$ cat src/rtl/regfile_checker_trace_fifo.sv
// rtl/regfile_checker_trace_fifo.sv - synchronous trace FIFO with sticky overflow flag
// Purpose: holds logged regfile writes until the consumer pops them.
// Ports:
//   clock, reset      clock, asynchronous active-low reset
//   clr               synchronous flush (pointers, count, overflow)
//   push, push_data   write request and entry
//   pop               consumer pop request (ignored when empty)
//   head_data         oldest entry, 0 when empty
//   empty, full       occupancy flags
//   ovf               sticky: a push was dropped because the FIFO was full
module regfile_checker_trace_fifo #(
  parameter int WIDTH = 53,
  parameter int DEPTH = 16
) (
  input  logic             clock,
  input  logic             reset,
  input  logic             clr,
  input  logic             push,
  input  logic [WIDTH-1:0] push_data,
  input  logic             pop,
  output logic [WIDTH-1:0] head_data,
  output logic             empty,
  output logic             full,
  output logic             ovf
);

  localparam int AW = (DEPTH > 1) ? $clog2(DEPTH) : 1;
  localparam logic [AW:0] FULL_CNT = (AW+1)'(DEPTH);

  logic [WIDTH-1:0] mem [DEPTH];
  logic [AW-1:0]    wp;
  logic [AW-1:0]    rp;
  logic [AW:0]      cnt;
  logic             do_push;
  logic             do_pop;

  assign empty     = (cnt == '0);
  assign full      = (cnt == FULL_CNT);
  assign do_pop    = pop && !empty;
  // A pop in the same cycle frees the slot, so a push at full still lands.
  assign do_push   = push && (!full || do_pop);
  assign head_data = empty ? '0 : mem[rp];

  always_ff @(posedge clock) begin
    if (do_push && !clr) begin
      mem[wp] <= push_data;
    end
  end

  always_ff @(posedge clock or negedge reset) begin
    if (!reset) begin
      wp  <= '0;
      rp  <= '0;
      cnt <= '0;
      ovf <= 1'b0;
    end else if (clr) begin
      wp  <= '0;
      rp  <= '0;
      cnt <= '0;
      ovf <= 1'b0;
    end else begin
      if (do_push) begin
        wp <= wp + 1'b1;
      end
      if (do_pop) begin
        rp <= rp + 1'b1;
      end
      case ({do_push, do_pop})
        2'b10:   cnt <= cnt + 1'b1;
        2'b01:   cnt <= cnt - 1'b1;
        default: cnt <= cnt;
      endcase
      if (push && !do_push) begin
        ovf <= 1'b1;
      end
    end
  end

endmodule

$ cat config.mk
export PLATFORM = sky130hd
export DESIGN_NAME = regfile_checker_trace_fifo
export DESIGN_NICKNAME = d
export VERILOG_FILES = /design/src/rtl/regfile_checker_trace_fifo.sv
export SDC_FILE = /design/constraint.sdc
export NUM_CORES = 1
export LEC_CHECK = 0
export BUFFER_PORTS_ARGS = -buffer_cell sky130_fd_sc_hd__buf_4
export CAP_MARGIN = 20
export CORE_MARGIN = 2
export CORE_UTILIZATION = 54
export CTS_CLUSTER_SIZE = 14
export DETAILED_ROUTE_END_ITERATION = 12
export HOLD_SLACK_MARGIN = 0.05
export PLACE_DENSITY = 0.71
export SYNTH_ARGS = -nofsm -noshare
export SYNTH_HDL_FRONTEND = slang
export SYNTH_SLANG_ARGS = --single-unit
$ cat constraint.sdc
create_clock -name clock -period 8 [get_ports clock]
set_input_delay 1.6 -clock clock [delete_from_list [all_inputs] [get_ports clock]]
set_output_delay 1.6 -clock clock [all_outputs]
set_load 0.02 [all_outputs]
==> qor.yml, run 1 <==
die:
  core-area_sq_um: 60500
  dieArea_sq_um: 63200
  die_w_microns: 251
  fp.dieH_microns: 251
  ios: 114
  initial_core_util_pct: 54.7
  row_count: 90
cts:
  cts_hold_buf: 0
  ctsResizeCount: 0
  cts_tree: "done"
  insertion_delay_ns: 0.63
  cts_setup_buffers: 0
  cts_max_path_buffers: 3
  cts_sinks: 862
  cts-buffers-inserted: 84
  cts_root_buffer: "clkbuf_16"
  clkTransAtPathRegs_ns: 0.06
  htreeDepth: 3
flow_run:
  drv_cap: 0
power:
  p_leak_nw: 11.5
  p_per_area_nw_per_um2: 296
  ir_drop_v: 0.000201
  power_mw: 11.1
yosys:
  synth_area_per_cell_sq_um: 23.4
  synth_top_flop_cell: "edfxtp_1"
  yosys_warnings: 0
  async_flop_share_pct: 1.62
  synth-simple-area-share_pct: 0.734
  synth_cells: 1416
  synthAdderAreaFrac_pct: 0.363
  synth_top_family_by_area: "multiplexers"
  synth_compound_area_share_pct: 1.64
  synth_seq_cells: 862
  synth_cell_types: 44
  synthMuxAreaShare_pct: 17.8
  synth_nets: 1483
  synth_area_sq_um: 33100
  synth-xor-area-share_pct: 0.185
  yosysSeqAreaShare_pct: 78.1
  synth_enable_flop_cells: 848
setup_path:
  cp-end-kind: "primary output"
  crit_path_max_fanout: 14
  critPathLaunchType: "register"
  crit_type: "reg2out"
  worstPathArrival_ns: 3.63
  required_ns: 6.40
sta:
  hold_viol: 0
  finalClockSkew_ns: 0.0207
  period_share_pct: 65.4
  min_period_ns: 5.23
  relSlewSlack_pct: 25.4
  drv_slew: 0
  tightestPinTransition_ns: 1.12
  fin_tns_setup_ns: 0
  clock.fmax_mhz: 191
  setup_viol: 0
  rsz0062_at_grt: "false"
detailed_routing:
  drtAntennaViolNets: 0
  drc: 0
  first_iter_violations: 1616
  wl_microns: 68700
  dr_total_vias: 15000
  via_per_inst: 6.19
  dr.pass1.iters: 5
  wl_per_cell_microns: 28.4
final_layout:
  fin_nets: 1635
  area_growth_pct: 13.7
  fillers: 3969
  drive_gt1_share_pct: 30.7
min_path:
  hold_path.class: "reg2reg"
grt:
  grt_pass1_wl_microns: 103000
  antenna_found_initial: 4
  grt_max_degree: 139
  grt_pass1_vias: 15900
  grt_usage_pct: 22.4
  grt_overflow: 0
placed_design:
  dp_hpwl_microns: 33100
  port_buffers: 113
  gp_congestion: 0.742
run_status:
  outcome: "finished, final reports clean"
## cell type report
| cell class | instances | area [sq um] | share of cell area, % |
|---|---|---|---|
| flip-flops and latches | 862 | 25800 | 68.7 |
| multi-input cells | 467 | 6990 | 18.6 |
| clock buffers | 110 | 2240 | 5.97 |
| repair buffers | 144 | 1160 | 3.10 |
| well taps | 782 | 978 | 2.60 |
| clock inverters | 41 | 342 | 0.909 |
| inverters | 9 | 33.8 | 0.0899 |
| diodes | 1 | 2.50 | 0.00666 |
## Yosys cell counts, drive strengths merged (2+ instances only)
library cell	n	share of area (%)
ha	8	0.30
dfrtp	14	1.1
and3	2	0.038
o2111ai	2	0.053
nand2	4	0.045
o211ai	3	0.068
o21ai	4	0.095
nor2b	3	0.057
mux2	2	0.068
o22ai	53	1.0
edfxtp	848	77
a31oi	2	0.038
nand3	3	0.045
a21oi	3	0.079
inv	9	0.10
nor2	30	0.35
mux2i	110	3.3
xor2	6	0.16
or2	4	0.076
mux4	212	14
o311ai	2	0.13
clkbuf	28	0.32
buf	50	0.75
## where the power goes
group	total [mW]	switching (mW)	internal (mW)	leakage (nW)
Sequential	5.08	0.0595	5.02	7.82
Combinational	2.29	1.21	1.09	2.44
Clock	3.74	1.60	2.14	1.26
Total	11.1	2.87	8.24	11.5
## worst paths after layout
| check | from | endpoint | slack (ns) | cells after the start |
|---|---|---|---|---|
| hold reg to reg | ovf$_DFFE_PN0P_ | ovf$_DFFE_PN0P_ | 0.52 | 2 |
| min in group asynchronous | reset | ovf$_DFFE_PN0P_ | 0.83 | 1 |
| max in group asynchronous | reset | rp[0]$_DFFE_PN0P_ | 6.97 | 1 |
| setup reg to reg | cnt[0]$_DFFE_PN0P_ | mem[6][7]$_DFFE_PP_ | 4.49 | 5 |
| setup / recovery | cnt[0]$_DFFE_PN0P_ | head_data[22] | 2.77 | 6 |
| hold / removal | ovf$_DFFE_PN0P_ | ovf$_DFFE_PN0P_ | 0.52 | 2 |
## flip-flops by register name, summed over array words and instances, names as in the netlist
name / flops
mem: 848
cnt: 5
rp: 4
wp: 4
ovf: 1
## metal layers
| layer | global-route usage (%) | routed length (microns) | vias up |
|---|---|---|---|
| met2 | 37.6 | 35100 | 498 |
| met5 | 0 | 36 | - |
| met4 | 5.99 | 1170 | 6 |
| met3 | 4.16 | 4530 | 93 |
| met1 | 30.7 | 27800 | 8010 |
| li1 | - | - | 6343 |
## cell families after synthesis
logic type	after synthesis
xor+xnor	7
simple gates	52
mux	324
fa+ha+maj	9
buf+inv	87
compound gates	75
flops	862
## critical path, cell delays in order (launching register included)
cell	delay, ns
dfrtp_1	0.42
or4_1	0.86
nor2_2	0.25
or2_1	0.55
buf_4	0.40
o22ai_1	0.26
buf_4	0.24
## through the flow
stage | std cells | util (%) | hold WS, ns | setup slack, ns | cell area (sq um)
floorplan | 1416 | - | 0.500 | 3.00 | 33100
CTS | 2412 | 62.0 | 0.519 | 2.74 | 37500
global placement | 2260 | 57.7 | 0.495 | 3.33 | 34900
detailed placement | 2261 | 57.8 | 0.498 | 3.43 | 34900
finish | 2416 | 62.1 | 0.516 | 2.77 | 37600
global route | 2416 | 62.1 | 0.574 | 2.72 | 37600
## layout by cell type (no fill, tap or decap), types with 8 or more instances in the layout
master,netlist,final
clkinv_2,0,13
clkbuf_16,0,86
o22ai_1,53,53
mux4_2,212,212
dfrtp_1,14,10
mux2i_1,110,110
nor2_4,0,16
clkinv_1,0,16
inv_1,9,9
clkbuf_1,28,24
buf_4,0,138
edfxtp_1,848,848
ha_1,8,8
nor2_1,29,13
No activity file was read; power rests on OpenSTA's default activity.
==> inputs of run 2 (changes only) <==
--- a/config.mk
+++ b/config.mk
@@ -12,7 +12,7 @@
 export CTS_CLUSTER_SIZE = 14
 export DETAILED_ROUTE_END_ITERATION = 12
 export HOLD_SLACK_MARGIN = 0.05
-export PLACE_DENSITY = 0.71
+export PLACE_DENSITY = 0.74
 export SYNTH_ARGS = -nofsm -noshare
 export SYNTH_HDL_FRONTEND = slang
 export SYNTH_SLANG_ARGS = --single-unit
==> constraint.sdc (replaced) <==
create_clock -name clock -period 4.3 [get_ports clock]
set_input_delay 0.86 -clock clock [delete_from_list [all_inputs] [get_ports clock]]
set_output_delay 0.86 -clock clock [all_outputs]
set_load 0.02 [all_outputs]
==> qor.yml, run 2 (synthesis results as in run 1) <==
placed_design:
  dp_hpwl_microns: 37600  # +14%
  gp_congestion: 0.747  # +0.74%
  port_buffers: 113  # unchanged
  pre_cts_ws_ns: 0.970  # -2.46 ns
die:
  fp.dieH_microns: 251  # unchanged
  initial_core_util_pct: 54.7  # unchanged
  core-area_sq_um: 60500  # unchanged
  row_count: 90  # unchanged
  ios: 114  # unchanged
  die_w_microns: 251  # unchanged
  dieArea_sq_um: 63200  # unchanged
power:
  seq_power_share_pct: 44.9  # -0.8 points
  ir_drop_v: 0.000289  # +44%
  p_per_area_nw_per_um2: 556  # +88%
  clkPwrFrac_pct: 34.3  # +0.7 points
  power_mw: 21.1  # +90%
  pwr-share-comb_pct: 20.8  # +0.2 points
  switching_power_mw: 5.47  # +91%
  p_int_mw: 15.7  # +90%
  p_leak_nw: 11.7  # +1.9%
  switching_share_pct: 25.9  # +0.052 points
sta:
  fin_ws_ns: 0.319  # -2.45 ns
  clock.fmax_mhz: 251
  setup_viol: 0  # unchanged
  hold_viol: 0  # unchanged
  tightestPinTransition_ns: 0.809  # -0.310 ns
  rsz0062_at_grt: "false"
  drv_slew: 0  # unchanged
  min_period_ns: 3.98
  finalClockSkew_ns: 0.0218  # +0.00109 ns
  fin_tns_setup_ns: 0  # unchanged
  period_share_pct: 92.6
  relSlewSlack_pct: 46.1  # +21 points
flow_run:
  drv_cap: 0  # unchanged
cts:
  cts_setup_buffers: 0  # unchanged
  insertion_delay_ns: 0.63  # about the same
  cts_sinks: 862  # unchanged
  cts-buffers-inserted: 86  # +2.4%
  ctsResizeCount: 0  # unchanged
  cts_tree: "done"
  cts_hold_buf: 0  # unchanged
  cts_max_path_buffers: 3  # unchanged
  htreeDepth: 3  # unchanged
  cts_root_buffer: "clkbuf_16"
  clkTransAtPathRegs_ns: 0.06  # about the same
detailed_routing:
  via_per_inst: 6.26  # +1.2%
  wl_microns: 71000  # +3.3%
  drc: 0  # unchanged
  first_iter_violations: 1483  # -8.2%
  dr_total_vias: 15300  # +2.2%
  drtAntennaViolNets: 0  # unchanged
  wl_per_cell_microns: 29.1  # +2.3%
  dr.pass1.iters: 5  # unchanged
final_layout:
  fin_nets: 1659  # +1.5%
  fillers: 3901  # -1.7%
  largest_reg_flops: 848  # unchanged
  area_growth_pct: 15.0
  top_regs: "mem: 848 flops, cnt: 5 flops"
  fin_util_pct: 62.9  # +0.75 points
  final_cell_mix: "848 x edfxtp_1, 212 x mux4_2, 148 x buf_4, 110 x mux2i_1, 89 x clkbuf_16"
  layout_commonest_cell: "edfxtp_1"
  seq_area_sq_um: 25800  # unchanged
  multiInputGateArea_sq_um: 6990  # unchanged
  drive_gt1_share_pct: 31.9  # +1.1 points
  top_register: "mem"
grt:
  grt_pass1_vias: 16000  # +0.78%
  antenna_found_initial: 4  # unchanged
  grt_max_degree: 57  # -59%
  grt_pass1_wl_microns: 106000  # +2.8%
  grt_overflow: 0  # unchanged
  grt_usage_pct: 23.1  # +0.73 points
setup_path:
  slowest_stage: "or4_1"
  cp_num_buf_inv: 2  # unchanged
  critPathLaunchType: "register"
  cp_top_family: "simple AND/OR/NAND/NOR gates"
  worstPathArrival_ns: 3.12  # -0.51 ns
  startpoint: "cnt[0]$_DFFE_PN0P_"
  required_ns: 3.44  # -2.96 ns
  reg2reg_from: "cnt[0]$_DFFE_PN0P_"
  cp-end-kind: "primary output"
  path_cells: "or4_1, nor2_2, or2_2, buf_12, o22ai_1, buf_4"
  crit_path_max_fanout: 20  # +6
  crit_type: "reg2out"
  cpPeakStageDelay_ns: 0.85  # about the same
min_path:
  hold_path.class: "in2async"
run_status:
  outcome: "finished, final reports clean"
## run 2: changes by cell type in the layout (fill, tap and decap cells not counted), moves of 4 or more
cell / previous run / this run
buf_12: 5 / 18
buf_4: 138 / 148
clkbuf_1: 24 / 18
clkinv_1: 16 / 20
clkinv_2: 13 / 9
## run 2: metrics by stage
stage / cell area, sq um / instances / hold slack [ns]
2_1_floorplan: 33100 / 1416 / 0.500
3_3_place_gp: 35300 / 2286 / 0.480
3_5_place_dp: 35300 / 2286 / 0.510
4_1_cts: 38000 / 2439 / 0.0542
5_1_grt: 38000 / 2439 / 0.0702
6_report: 38000 / 2440 / 0.0803
## run 2: power by group through the flow
stage	combinational, mW	clock, mW	sequential (mW)
final	4.39	7.26	9.49
after global routing	4.67	7.66	9.50
after CTS	4.47	7.35	9.50
after detailed placement	4.43	0	9.67
after global placement	4.39	0	9.66
after floorplan	3.02	0	9.55
## run 2: metal layers
layer  vias to the layer above  wire length (microns)  part of all wire, %  track usage [%]
met5                         -                     40                0.056                0
met4                         6                   1870                  2.6             7.31
met3                       126                   4990                  7.0             4.14
met2                       621                  35800                   51             38.3
met1                      8152                  28200                   40             31.8
li1                       6377                      -                    -                -
## run 2: cell type report
type | instances | area share, %
Timing Repair Buffer | 166 | 3.87
Clock inverter | 45 | 1.11
Clock buffer | 108 | 6.07
Tap cell | 782 | 2.57
Sequential cell | 862 | 67.9
Inverter | 9 | 0.0888
Antenna cell | 1 | 0.00658
Multi-Input combinational cell | 467 | 18.4
## run 2: final timing paths
check / slack, ns / end / depth (start not counted)
setup reg to reg: 1.28 / cnt[4]$_DFFE_PN0P_ / 9
max in group asynchronous: 4.02 / rp[0]$_DFFE_PN0P_ / 1
setup / recovery: 0.32 / head_data[5] / 6
hold reg to reg: 0.53 / ovf$_DFFE_PN0P_ / 2
min in group clock: 0.52 / mem[1][22]$_DFFE_PP_ / 1
hold / removal: 0.08 / ovf$_DFFE_PN0P_ / 1
==> inputs of run 3 (changes only) <==
--- a/config.mk
+++ b/config.mk
@@ -5,14 +5,14 @@
 export SDC_FILE = /design/constraint.sdc
 export NUM_CORES = 1
 export LEC_CHECK = 0
+export ABC_CLOCK_PERIOD_IN_PS = 4300
 export BUFFER_PORTS_ARGS = -buffer_cell sky130_fd_sc_hd__buf_4
 export CAP_MARGIN = 20
 export CORE_MARGIN = 2
-export CORE_UTILIZATION = 54
+export CORE_UTILIZATION = 33
 export CTS_CLUSTER_SIZE = 14
 export DETAILED_ROUTE_END_ITERATION = 12
 export HOLD_SLACK_MARGIN = 0.05
-export PLACE_DENSITY = 0.74
 export SYNTH_ARGS = -nofsm -noshare
 export SYNTH_HDL_FRONTEND = slang
 export SYNTH_SLANG_ARGS = --single-unit
==> qor.yml, run 3 (synthesis results as in run 1) <==
grt:
  antenna_found_initial: 11  # +7
  grt_busiest_layer: "met2"
  grt_overflow: 0  # unchanged
  grt_util_met1_pct: 19.5  # -12 points
  grt_pass1_wl_microns: 110000  # +4.6%
  met2_usage_pct: 24.6  # -14 points
  grt_usage_pct: 14.7  # -8.4 points
  grt_pass1_vias: 15700  # -1.8%
  grt_max_degree: 74  # +30%
  use_met3_pct: 3.06  # -1.1 points
die:
  core-area_sq_um: 99700  # +65%
  dieArea_sq_um: 103000  # +63%
  initial_core_util_pct: 33.2  # -22 points
  fp.dieH_microns: 321  # +27%
  ios: 114  # unchanged
  die_w_microns: 321  # +27%
  row_count: 116  # +29%
run_status:
  outcome: "finished, final reports clean"
final_layout:
  top_register: "mem"
  top_regs: "mem: 848 flops, cnt: 5 flops"
  fin_cells: 2963  # +21%
  layout_commonest_cell: "edfxtp_1"
  fin_util_pct: 38.9  # -24 points
  stdcell_area_sq_um: 38800  # +2.0%
  area_growth_pct: 17.3
  drive_gt1_share_pct: 32.1  # +0.20 points
  fin_nets: 1665  # +0.36%
  final_cell_mix: "848 x edfxtp_1, 212 x mux4_2, 146 x buf_4, 110 x mux2i_1, 86 x clkbuf_16"
  largest_reg_flops: 848  # unchanged
detailed_routing:
  drtAntennaViolNets: 0  # unchanged
  via_per_inst: 5.13  # -18%
  wl_per_cell_microns: 25.5  # -12%
  first_iter_violations: 1182  # -20%
  drc: 0  # unchanged
  wl_microns: 75700  # +6.6%
  dr_total_vias: 15200  # -0.50%
  dr.pass1.iters: 5  # unchanged
power:
  switching_power_mw: 5.49  # +0.43%
  p_per_area_nw_per_um2: 541  # -2.6%
  clkPwrFrac_pct: 33.7  # -0.6 points
  switching_share_pct: 26.2  # +0.29 points
  p_leak_nw: 11.8  # +0.24%
  ir_drop_v: 0.000281  # -2.9%
  seq_power_share_pct: 45.1  # +0.2 points
  p_int_mw: 15.5  # -1.1%
  pwr-share-comb_pct: 21.2  # +0.4 points
cts:
  ctsResizeCount: 0  # unchanged
  cts_sinks: 862  # unchanged
  htreeDepth: 3  # unchanged
  cts_tree: "done"
  clkTransAtPathRegs_ns: 0.07  # about the same
  cts_hold_buf: 0  # unchanged
  cts_max_path_buffers: 3  # unchanged
  cts_root_buffer: "clkbuf_16"
  cts_setup_buffers: 0  # unchanged
  insertion_delay_ns: 0.62  # about the same
  cts-buffers-inserted: 83  # -3.5%
setup_path:
  crit_path_max_fanout: 19  # -5.0%
  critPathLaunchType: "register"
  crit_type: "reg2out"
  startpoint: "cnt[1]$_DFFE_PN0P_"
  r2r_setup_slack_ns: 1.30  # +0.02 ns
  cp-endpoint: "head_data[14]"
  reg2reg_from: "cnt[1]$_DFFE_PN0P_"
  required_ns: 3.44  # about the same
  cp-end-kind: "primary output"
  worstPathArrival_ns: 3.23  # +0.11 ns
  reg2reg_depth: 10  # +1
  r2r_end: "cnt[4]$_DFFE_PN0P_"
placed_design:
  place_area_sq_um: 36200  # +2.4%
  dp.cells: 2811  # +23%
  pre_cts_ws_ns: 0.834  # -0.136 ns
  port_buffers: 113  # unchanged
  gp_congestion: 0.712  # -4.7%
  dp_hpwl_microns: 41400  # +10%
sta:
  hold_viol: 0  # unchanged
  finalClockSkew_ns: 0.0168  # -0.00500 ns
  tightestPinTransition_ns: 1.03  # +0.219 ns
  clock.fmax_mhz: 245  # -2.6%
  drv_slew: 0  # unchanged
  min_period_ns: 4.09  # +0.107 ns
  fin_ws_ns: 0.212  # -0.107 ns
  rsz0062_at_grt: "false"
  period_share_pct: 95.1  # +2.5 points
  relSlewSlack_pct: 31.3  # -15 points
  setup_viol: 0  # unchanged
  fin_tns_setup_ns: 0  # unchanged
min_path:
  hold_path.class: "in2async"
flow_run:
  drv_cap: 0  # unchanged
-- run 3: worst min-delay path by stage --
stage	from	endpoint	cells after the start
floorplan	cnt[2]$_DFFE_PN0P_	cnt[2]$_DFFE_PN0P_	1
global placement	ovf$_DFFE_PN0P_	ovf$_DFFE_PN0P_	2
detailed placement	ovf$_DFFE_PN0P_	ovf$_DFFE_PN0P_	2
CTS	reset	ovf$_DFFE_PN0P_	1
global route	reset	ovf$_DFFE_PN0P_	1
finish	reset	ovf$_DFFE_PN0P_	1
-- run 3: per-stage QoR --
stage               hold slack (ns)  total power, mW
floorplan                     0.500             12.6
global placement              0.499             14.2
detailed placement            0.508             14.2
CTS                          0.0584             21.3
global route                 0.0849             21.8
finish                       0.0873             21.0
-- run 3: power by group through the flow --
stage               clock network [mW]  registers, mW  logic (mW)
CTS                               7.23           9.47        4.57
floorplan                            0           9.55        3.02
global placement                     0           9.64        4.52
detailed placement                   0           9.65        4.55
global route                      7.54           9.48        4.76
finish                            7.07           9.47        4.45
-- run 3: worst max-delay path, stage by stage (launching register included) --
cell     delay, ns
dfrtp_1       0.40
or4_1         0.66
nor2_2        0.18
or2_2         0.64
buf_4         0.37
o22ai_1       0.14
buf_4         0.19
-- run 3: layout make-up --
| cell class | count | area (sq um) |
|---|---|---|
| clock buffer | 109 | 2240 |
| antenna | 3 | 7.51 |
| inverter | 9 | 33.8 |
| sequential | 862 | 25800 |
| fill | 8720 | 60900 |
| tap | 1298 | 1620 |
| multi-input combinational | 467 | 6990 |
| clock inverter | 40 | 377 |
| timing repair buffer | 175 | 1680 |
-- run 3: routing by layer --
layer | share of wire [%] | routed length [microns]
met1 | 42 | 31600
met2 | 51 | 38400
met3 | 5.7 | 4340
met4 | 1.6 | 1230
met5 | 0.14 | 105
